### config.mk
export PLATFORM = sky130hd
export DESIGN_NAME = machchiaxung_n
export DESIGN_NICKNAME = d
export VERILOG_FILES = /design/src/rtl/machchiaxung_pkg.sv /design/src/rtl/xung_prescaler.sv /design/src/rtl/machchiaxung_n.sv
export SDC_FILE = /design/constraint.sdc
export NUM_CORES = 1
export LEC_CHECK = 0
export BUFFER_PORTS_ARGS = -buffer_cell sky130_fd_sc_hd__buf_2
export CORE_MARGIN = 2
export CORE_UTILIZATION = 55
export DETAILED_ROUTE_END_ITERATION = 12
export GPL_ROUTABILITY_DRIVEN = 0
export PLACE_DENSITY_LB_ADDON = 0.15
export SLEW_MARGIN = 20
export SYNTH_ARGS = -nofsm -noshare
export SYNTH_HDL_FRONTEND = slang
export SYNTH_SLANG_ARGS = --single-unit
export TNS_END_PERCENT = 5
### constraint.sdc
create_clock -name clk -period 5.2 [get_ports clk]
set_clock_uncertainty 0.15 [all_clocks]
set_input_delay 0.78 -clock clk [delete_from_list [all_inputs] [get_ports clk]]
set_output_delay 0.78 -clock clk [all_outputs]
set_load 0.01 [all_outputs]
### src/rtl/machchiaxung_pkg.sv
// Shared encodings and seed patterns for the N-output pulse distributor.
package machchiaxung_pkg;

  localparam int unsigned MAX_N = 32;

  localparam logic [1:0] MODE_RING    = 2'b00;
  localparam logic [1:0] MODE_WZERO   = 2'b01;
  localparam logic [1:0] MODE_JOHNSON = 2'b10;

  localparam logic DIR_UP = 1'b0;
  localparam logic DIR_DN = 1'b1;

  // Seed pattern of a mode for an n-bit output; reserved mode falls back to ring.
  function automatic logic [MAX_N-1:0] seed_of(input logic [1:0] mode, input int unsigned n);
    logic [MAX_N-1:0] mask;
    mask = (n >= MAX_N) ? '1 : ((MAX_N'(1) << n) - MAX_N'(1));
    case (mode)
      MODE_WZERO:   seed_of = mask & ~MAX_N'(1);
      MODE_JOHNSON: seed_of = '0;
      default:      seed_of = MAX_N'(1);
    endcase
  endfunction

endpackage

### src/rtl/xung_prescaler.sv
// Phase-length prescaler: fires step_c once every div+1 enabled cycles.
module xung_prescaler #(
  parameter int unsigned DIV_W = 8
) (
  input  logic             clk,
  input  logic             reset,
  input  logic             en,
  input  logic             clr,
  input  logic [DIV_W-1:0] div,
  output logic             step_c
);

  logic [DIV_W-1:0] pcnt;

  // >= so that lowering div mid-phase terminates the phase on the next cycle
  assign step_c = en && !clr && (pcnt >= div);

  always_ff @(posedge clk or posedge reset) begin
    if (reset) begin
      pcnt <= '0;
    end else if (clr) begin
      pcnt <= '0;
    end else if (en) begin
      pcnt <= (pcnt >= div) ? '0 : pcnt + DIV_W'(1);
    end
  end

endmodule

### src/rtl/machchiaxung_n.sv
// N-output ring / walking-zero / Johnson pulse distributor with programmable phase length.
module machchiaxung_n
  import machchiaxung_pkg::*;
#(
  parameter int unsigned N_OUT = 4,
  parameter int unsigned DIV_W = 8
) (
  input  logic             clk,
  input  logic             reset,
  input  logic             en,
  input  logic             load,
  input  logic [1:0]       mode,
  input  logic             dir,
  input  logic [DIV_W-1:0] div,
  output logic [N_OUT-1:0] q,
  output logic             tick,
  output logic             wrap
);

  logic [N_OUT-1:0] q_r;
  logic [N_OUT-1:0] q_step;
  logic [N_OUT-1:0] q_nxt;
  logic [N_OUT-1:0] seed_cur;
  logic [N_OUT-1:0] seed_new;
  logic [1:0]       mode_r;
  logic [1:0]       mode_in;
  logic             dir_r;
  logic             tick_r;
  logic             wrap_r;
  logic             step_c;
  logic             code_ok;

  assign q    = q_r;
  assign tick = tick_r;
  assign wrap = wrap_r;

  xung_prescaler #(.DIV_W(DIV_W)) u_pre (
    .clk    (clk),
    .reset  (reset),
    .en     (en),
    .clr    (load),
    .div    (div),
    .step_c (step_c)
  );

  // Reserved encoding is stored as ring so the latched mode is always legal
  assign mode_in  = (mode == 2'b11) ? MODE_RING : mode;
  assign seed_cur = N_OUT'(seed_of(mode_r, N_OUT));
  assign seed_new = N_OUT'(seed_of(mode_in, N_OUT));

  // Next pattern; an illegal code for the latched mode is replaced by the seed
  always_comb begin
    code_ok = 1'b0;
    q_step  = q_r;
    case (mode_r)
      MODE_WZERO:   code_ok = ($countones(~q_r) == 1);
      MODE_JOHNSON: code_ok = ($countones(q_r[N_OUT-1:1] ^ q_r[N_OUT-2:0]) <= 1);
      default:      code_ok = ($countones(q_r) == 1);
    endcase
    if (mode_r == MODE_JOHNSON) begin
      q_step = (dir_r == DIR_DN) ? {~q_r[0], q_r[N_OUT-1:1]}
                                 : {q_r[N_OUT-2:0], ~q_r[N_OUT-1]};
    end else begin
      q_step = (dir_r == DIR_DN) ? {q_r[0], q_r[N_OUT-1:1]}
                                 : {q_r[N_OUT-2:0], q_r[N_OUT-1]};
    end
    q_nxt = code_ok ? q_step : seed_cur;
  end

  always_ff @(posedge clk or posedge reset) begin
    if (reset) begin
      q_r    <= N_OUT'(seed_of(MODE_RING, N_OUT));
      mode_r <= MODE_RING;
      dir_r  <= DIR_UP;
      tick_r <= 1'b0;
      wrap_r <= 1'b0;
    end else if (load) begin
      q_r    <= seed_new;
      mode_r <= mode_in;
      dir_r  <= dir;
      tick_r <= 1'b0;
      wrap_r <= 1'b0;
    end else if (step_c) begin
      q_r    <= q_nxt;
      tick_r <= 1'b1;
      wrap_r <= (q_nxt == seed_cur);
    end else begin
      tick_r <= 1'b0;
      wrap_r <= 1'b0;
    end
  end

endmodule

==> metrics.md, run 1 <==
| Metric | Value |
|---|---|
| Drt total wl | `2.92 mm` |
| Area Overhead vs Synth | `9.36%` |
| Commonest non-fill, non-tap cells in the layout | `24 x inv_1, 20 x buf_2, 19 x ha_1` |
| Total die area | `0.00308 mm2` |
| Clk sinks | `17` |
| Total nets after synthesis | `196` |
| Die span in x | `55.5 um` |
| Synth async-reset ratio | `100%` |
| Reg clk slew, reported paths | `0.10 ns` |
| Inserted Clock Buffers | `3` |
| Hold_buf cts | `0` |
| Seq/Total Area, Yosys | `29.3%` |
| DRC Markers | `0` |
| CP Class | `flop to flop` |
| Endpoint of the worst register-to-register path | `q[2]$_DFFE_PP0P_` |
| Initial DRC Count | `27` |
| I/O pins | `21` |
| Worst-path fanout max | `6` |
| Sw power | `0.000149 W` |
| Internal power | `0.000262 W` |
| CP max stage delay | `0.62 ns` |
| Port bufs | `20` |
| Combinational group share of total power | `43.9%` |
| Distinct cells, synth | `45` |
| Max Cap Viol | `0` |
| Placed inst area | `0.00157 mm2` |
| Layout cell share with drive strength beyond 1 | `16.2%` |
| Worst EP arrival | `3.17 ns` |
| Buf/Inv on CP | `2` |
| DR pass1 iterations | `4` |
| First-pass GRT wire length | `5.11 mm` |
| Design Power | `0.000410 W` |
| Clock share of power | `17.1%` |
| Min Tclk post-route | `3.13 ns` |
| Crit-path leading delay family | `adder cells` |
| CTS Buffer Depth | `2` |
| Hold WC Path Type | `input port to asynchronous set/reset pin` |
| Outcome | `finished, final reports clean` |
| R2R setup slack | `2.07 ns` |
| Die Y | `55.5 um` |
| Sw Share | `36.3%` |
| Startpoint Class | `flop` |
| Grt ovf | `0` |
| EDFF count, synth | `0` |
| Drt wl/cell | `14.0 um` |
| DR vias | `1198` |
| Fmax | `0.320 GHz` |
| H-tree levels | `1` |
| Largest net degree at the start of global routing | `19` |
| Fin. Hold Viols | `0` |
| Final instance area | `0.00159 mm2` |
| Maximum VDD drop | `0.192 mV` |
| R2R cell count | `10` |
| Initial Util | `58.3%` |
| Flops & latches, synth | `17` |
| Hpwl dp | `2.36 mm` |
| Worst r2r src | `q[0]$_DFFE_PP1P_` |
| PostCTS Resize Cnt | `0` |
| Slowest CP cell | `dfstp_2` |
| CP required | `5.24 ns` |
| Main flop type after synthesis | `dfrtp_1` |
| Worst rel slew slack | `57.0%` |
| Root Buffer | `clkbuf_4` |
| Core ar. | `0.00250 mm2` |
| Mapped Area | `0.00146 mm2` |
| Syn Area/Cell | `9.11 um2` |
| Fin util | `63.8%` |
| Synth warnings | `0` |
| Post-CTS Setup Inserts | `0` |
| CTS tree | `done` |
| Initial antenna violation count | `0` |
| PwrDens | `257 mW/mm2` |
| Leakage power figure | `0.877 nW` |
| DRT antenna net count | `0` |
| Vias in the first global route | `1253` |
| # rows | `18` |
| Vias per cell | `5.73` |
| Crit path cell chain | `inv_1, fa_1, inv_1, ha_1, ha_1, nor4b_1, a311oi_1, a21o_4, mux2_4, o221a_1` |
| Final setup margin | `2.07 ns` |
| N_diodes | `0` |
| Pre-CTS setup slack | `2.05 ns` |
| Slew at the pin with the worst max-slew slack | `0.645 ns` |
| Max-slew violation total from the final report | `0` |
| RSZ-0062 raised after global routing | `false` |
| Final net count | `216` |
| Worst setup EP type | `flop` |
| Leading cell type in the layout, fill and taps excluded | `inv_1` |
| Tcrit/Tclk final | `60.2%` |
| Synth Instances | `160` |
| Finish-stage setup viols | `0` |
| Worst-Skew Late Latency | `0.29 ns` |
| Total track usage | `20.4%` |
| Flop pwr share | `39.0%` |
| Setup TNS | `0 ns` |
## logic make-up (layout without fill, tap and decap cells)
family          count (synthesis)  after routing  synth area share, %
compound gates                 36             36                 18.7
xor+xnor                        8              8                 4.81
fa+ha+maj                      21             21                 19.1
buf+inv                        29             48                 8.07
flops                          17             17                 29.3
mux                             7              7                 5.32
simple gates                   42             42                 14.8
## registers in the layout, summed over array words and instances (netlist names)
name	cells
u_pre.pcnt	8
mode_r	2
tick	1
wrap	1
q	4
dir_r	1
## area by class of cell
class | instances | area (um2)
Multi-Input combinational cell | 114 | 913
Fill cell | 208 | 906
Sequential cell | 17 | 427
Timing Repair Buffer | 20 | 100
Inverter | 24 | 90.1
Tap cell | 30 | 37.5
Clock buffer | 4 | 26.3
## through the flow
stage / hold WS [ns] / std cells
2_1_floorplan: 0.348 / 160
3_3_place_gp: 0.391 / 205
3_5_place_dp: 0.386 / 205
4_1_cts: 0.407 / 209
5_1_grt: 0.435 / 209
6_report: 0.405 / 209
## cells in the mapped netlist (4+ instances only)
library cell   n  share of area (%)
nor2_1        10                2.6
inv_1         24                6.2
xnor2_1        6                3.6
a21oi_1        4                1.4
nand3_1        6                2.1
o21ai_0        6                2.1
mux2i_1        4                2.7
dfrtp_1       16                 27
a21o_1         4                2.1
ha_1          19                 16
nand2_1        8                2.1
## how the worst max path moves through the flow
| stage | from | to | slack, ns | depth (start not counted) |
|---|---|---|---|---|
| 4_1_cts | q[0]$_DFFE_PP1P_ | q[2]$_DFFE_PP0P_ | 2.06 | 10 |
| 2_1_floorplan | q[0]$_DFFE_PP1P_ | q[2]$_DFFE_PP0P_ | 2.19 | 10 |
| 6_report | q[0]$_DFFE_PP1P_ | q[2]$_DFFE_PP0P_ | 2.07 | 10 |
| 3_3_place_gp | q[0]$_DFFE_PP1P_ | q[2]$_DFFE_PP0P_ | 2.16 | 10 |
| 5_1_grt | q[0]$_DFFE_PP1P_ | q[2]$_DFFE_PP0P_ | 1.89 | 10 |
| 3_5_place_dp | q[0]$_DFFE_PP1P_ | q[2]$_DFFE_PP0P_ | 2.05 | 10 |
## metal layers
layer	part of all wire, %	GRT usage (%)	up-vias	wire (um)
met5	0	0	-	0
met4	1.6	5.92	0	47
met3	3.2	4.22	7	93
met2	52	38.1	24	1510
met1	43	23.0	562	1270
li1	-	-	605	-
## power by group through the flow
stage           Clock, W  Sequential (W)  Combinational [W]
4_1_cts        0.0000729        0.000160           0.000181
6_report       0.0000702        0.000160           0.000180
3_3_place_gp           0        0.000162           0.000172
5_1_grt        0.0000780        0.000163           0.000207
3_5_place_dp           0        0.000163           0.000180
2_1_floorplan          0        0.000159           0.000141
(Power assumes the default switching activity.)
==> inputs of run 2 (changes only) <==
==> constraint.sdc (replaced) <==
create_clock -name clk -period 2.9 [get_ports clk]
set_clock_uncertainty 0.15 [all_clocks]
set_input_delay 0.435 -clock clk [delete_from_list [all_inputs] [get_ports clk]]
set_output_delay 0.435 -clock clk [all_outputs]
set_load 0.01 [all_outputs]
==> run 2 against run 1 <==
  * Non-clock buffer count up 6
  * Global-route usage up 3.7 points
  * Clock power up 85%
  * Maximum frequency rose by 9.4%
  * Final area increased by 3.5%
  * Clock-buffer cell count stayed put
  * Worst setup slack worse by 2.0 ns
  * Register-to-register slack worse by 2.0 ns
  * Final cell count up 2.9%
  * Sequential share of layout area shrank 0.82 points
  * Die area did not move
==> metrics.md, run 2 (same netlist as run 1, synthesis figures left out) <==
| Metric | Value |
|---|---|
| Outcome | `finished, final reports clean` |
| Sw Share | `36.1%` |
| Inserted Clock Buffers | `3` |
| Initial Util | `58.3%` |
| Maximum VDD drop | `0.360 mV` |
| Die Y | `55.5 um` |
| # rows | `18` |
| R2R setup slack | `0.04 ns` |
| H-tree levels | `1` |
| Drt total wl | `3.13 mm` |
| Core ar. | `0.00250 mm2` |
| Internal power | `0.000503 W` |
| Worst r2r src | `q[0]$_DFFE_PP1P_` |
| RSZ-0062 raised after global routing | `true` |
| Flop pwr share | `35.3%` |
| Final setup margin | `0.0388 ns` |
| Worst rel slew slack | `56.4%` |
| First-pass GRT wire length | `5.92 mm` |
| Final instance area | `0.00165 mm2` |
| CP Class | `flop to flop` |
| PwrDens | `477 mW/mm2` |
| DRC Markers | `0` |
| CTS tree | `done` |
| Worst setup EP type | `flop` |
| Filler instances | `217` |
| Design Power | `0.000787 W` |
| Initial DRC Count | `24` |
| Clk sinks | `17` |
| Placed inst area | `0.00160 mm2` |
| Total track usage | `24.1%` |
| Layout cell share with drive strength beyond 1 | `21.1%` |
| Largest net degree at the start of global routing | `19` |
| Area Overhead vs Synth | `13.1%` |
| Finish-stage setup viols | `0` |
| Hpwl dp | `2.55 mm` |
| Final net count | `222` |
| Slew at the pin with the worst max-slew slack | `0.653 ns` |
| Clock share of power | `16.5%` |
| DR pass1 iterations | `4` |
| Worst-path fanout max | `6` |
| DR vias | `1211` |
| Fmax | `0.350 GHz` |
| Leading cell type in the layout, fill and taps excluded | `inv_1` |
| Commonest non-fill, non-tap cells in the layout | `23 x inv_1, 20 x buf_2, 18 x ha_1` |
| Max FFs per register | `8` |
| Fin. Hold Viols | `0` |
| N_diodes | `0` |
| Max Cap Viol | `0` |
| I/O pins | `21` |
| Fin util | `66.0%` |
| Endpoint of the worst register-to-register path | `q[2]$_DFFE_PP0P_` |
| R2R cell count | `10` |
| DRT antenna net count | `0` |
| CTS Buffer Depth | `2` |
| Hold WC Path Type | `input port to asynchronous set/reset pin` |
| Sw power | `0.000285 W` |
| Port bufs | `20` |
| Vias in the first global route | `1291` |
| Worst setup path endpoint | `q[2]$_DFFE_PP0P_` |
| Hold_buf cts | `0` |
| Startpoint Class | `flop` |
| Post-Place Cells | `208` |
| Leakage power figure | `0.905 nW` |
| Tcrit/Tclk final | `98.7%` |
| Die span in x | `55.5 um` |
| Reg clk slew, reported paths | `0.10 ns` |
| Vias per cell | `5.63` |
| Initial antenna violation count | `0` |
| Largest register by flop count | `u_pre.pcnt` |
| Pre-CTS setup slack | `0.0146 ns` |
| Worst EP arrival | `2.91 ns` |
| Min Tclk post-route | `2.86 ns` |
| Total die area | `0.00308 mm2` |
| Worst-Skew Late Latency | `0.30 ns` |
| Max-slew violation total from the final report | `0` |
| Root Buffer | `clkbuf_4` |
| Start point of the critical path | `q[0]$_DFFE_PP1P_` |
| Final non-filler cell total | `215` |
| CP required | `2.95 ns` |
| Drt wl/cell | `14.5 um` |
| Grt ovf | `0` |
| Combinational group share of total power | `48.2%` |
==> run 2: cell count changes in the layout (fill, tap and decap cells not counted) <==
cell,change
buf_4,+6
inv_2,+1
nor4b_2,+1
ha_2,+1
dfrtp_2,+1
inv_1,-1
nor4b_1,-1
dfrtp_1,-1
ha_1,-1
==> run 2: through the flow <==
stage / hold WS, ns / TNS, ns
detailed placement: 0.403 / 0
floorplan: 0.210 / 0
global route: 0.125 / -0.0365
finish: 0.0600 / 0
CTS: 0.0780 / 0
global placement: 0.386 / 0
==> run 2: power by group through the flow <==
stage	clock network, W	registers (W)	logic, W
2_1_floorplan	0	0.000285	0.000259
3_3_place_gp	0	0.000282	0.000340
3_5_place_dp	0	0.000284	0.000354
4_1_cts	0.000134	0.000280	0.000355
5_1_grt	0.000149	0.000282	0.000435
6_report	0.000130	0.000278	0.000379
==> run 2: worst min path at each step <==
stage	from	end	slack, ns
2_1_floorplan	reset	dir_r$_DFFE_PP0P_	0.21
3_3_place_gp	reset	u_pre.pcnt[4]$_DFFE_PP0P_	0.39
3_5_place_dp	u_pre.pcnt[7]$_DFFE_PP0P_	u_pre.pcnt[7]$_DFFE_PP0P_	0.40
4_1_cts	reset	mode_r[0]$_DFFE_PP0P_	0.08
5_1_grt	reset	mode_r[1]$_DFFE_PP0P_	0.12
6_report	reset	mode_r[0]$_DFFE_PP0P_	0.06
==> run 2: layout make-up <==
type                    instances  area, um2  area share [%]
flip-flops and latches         17        428            25.9
well taps                      30       37.5            2.28
multi-input cells             114        922            55.9
repair buffers                 26        145            8.80
inverters                      24       90.1            5.46
clock buffers                   4       26.3            1.59
==> run 2: metal layers <==
metal	wire length, um	track usage (%)	part of all wire (%)	vias to the layer above
met5	0	0	0	-
met4	36	4.88	1.2	0
met3	77	5.39	2.5	6
met2	1730	47.1	55	15
met1	1290	26.2	41	568
li1	-	-	-	622
==> run 2: what timing repair did <==
action | CTS | global route
setup endpoints to repair | 0 | 2
endpoints found under the hold margin | 0 | 0
resized for setup | 0 | 2
setup buffers | 0 | 3
==> run 2: critical path, cell delays in order, from the launching register on <==
cell and delay, ns:
dfstp_2 0.55, inv_2 0.05, fa_1 0.49, inv_1 0.05, ha_2 0.16, ha_1 0.29, nor4b_2 0.20, a311oi_1 0.09
a21o_4 0.24, mux2_4 0.29, o221a_1 0.20
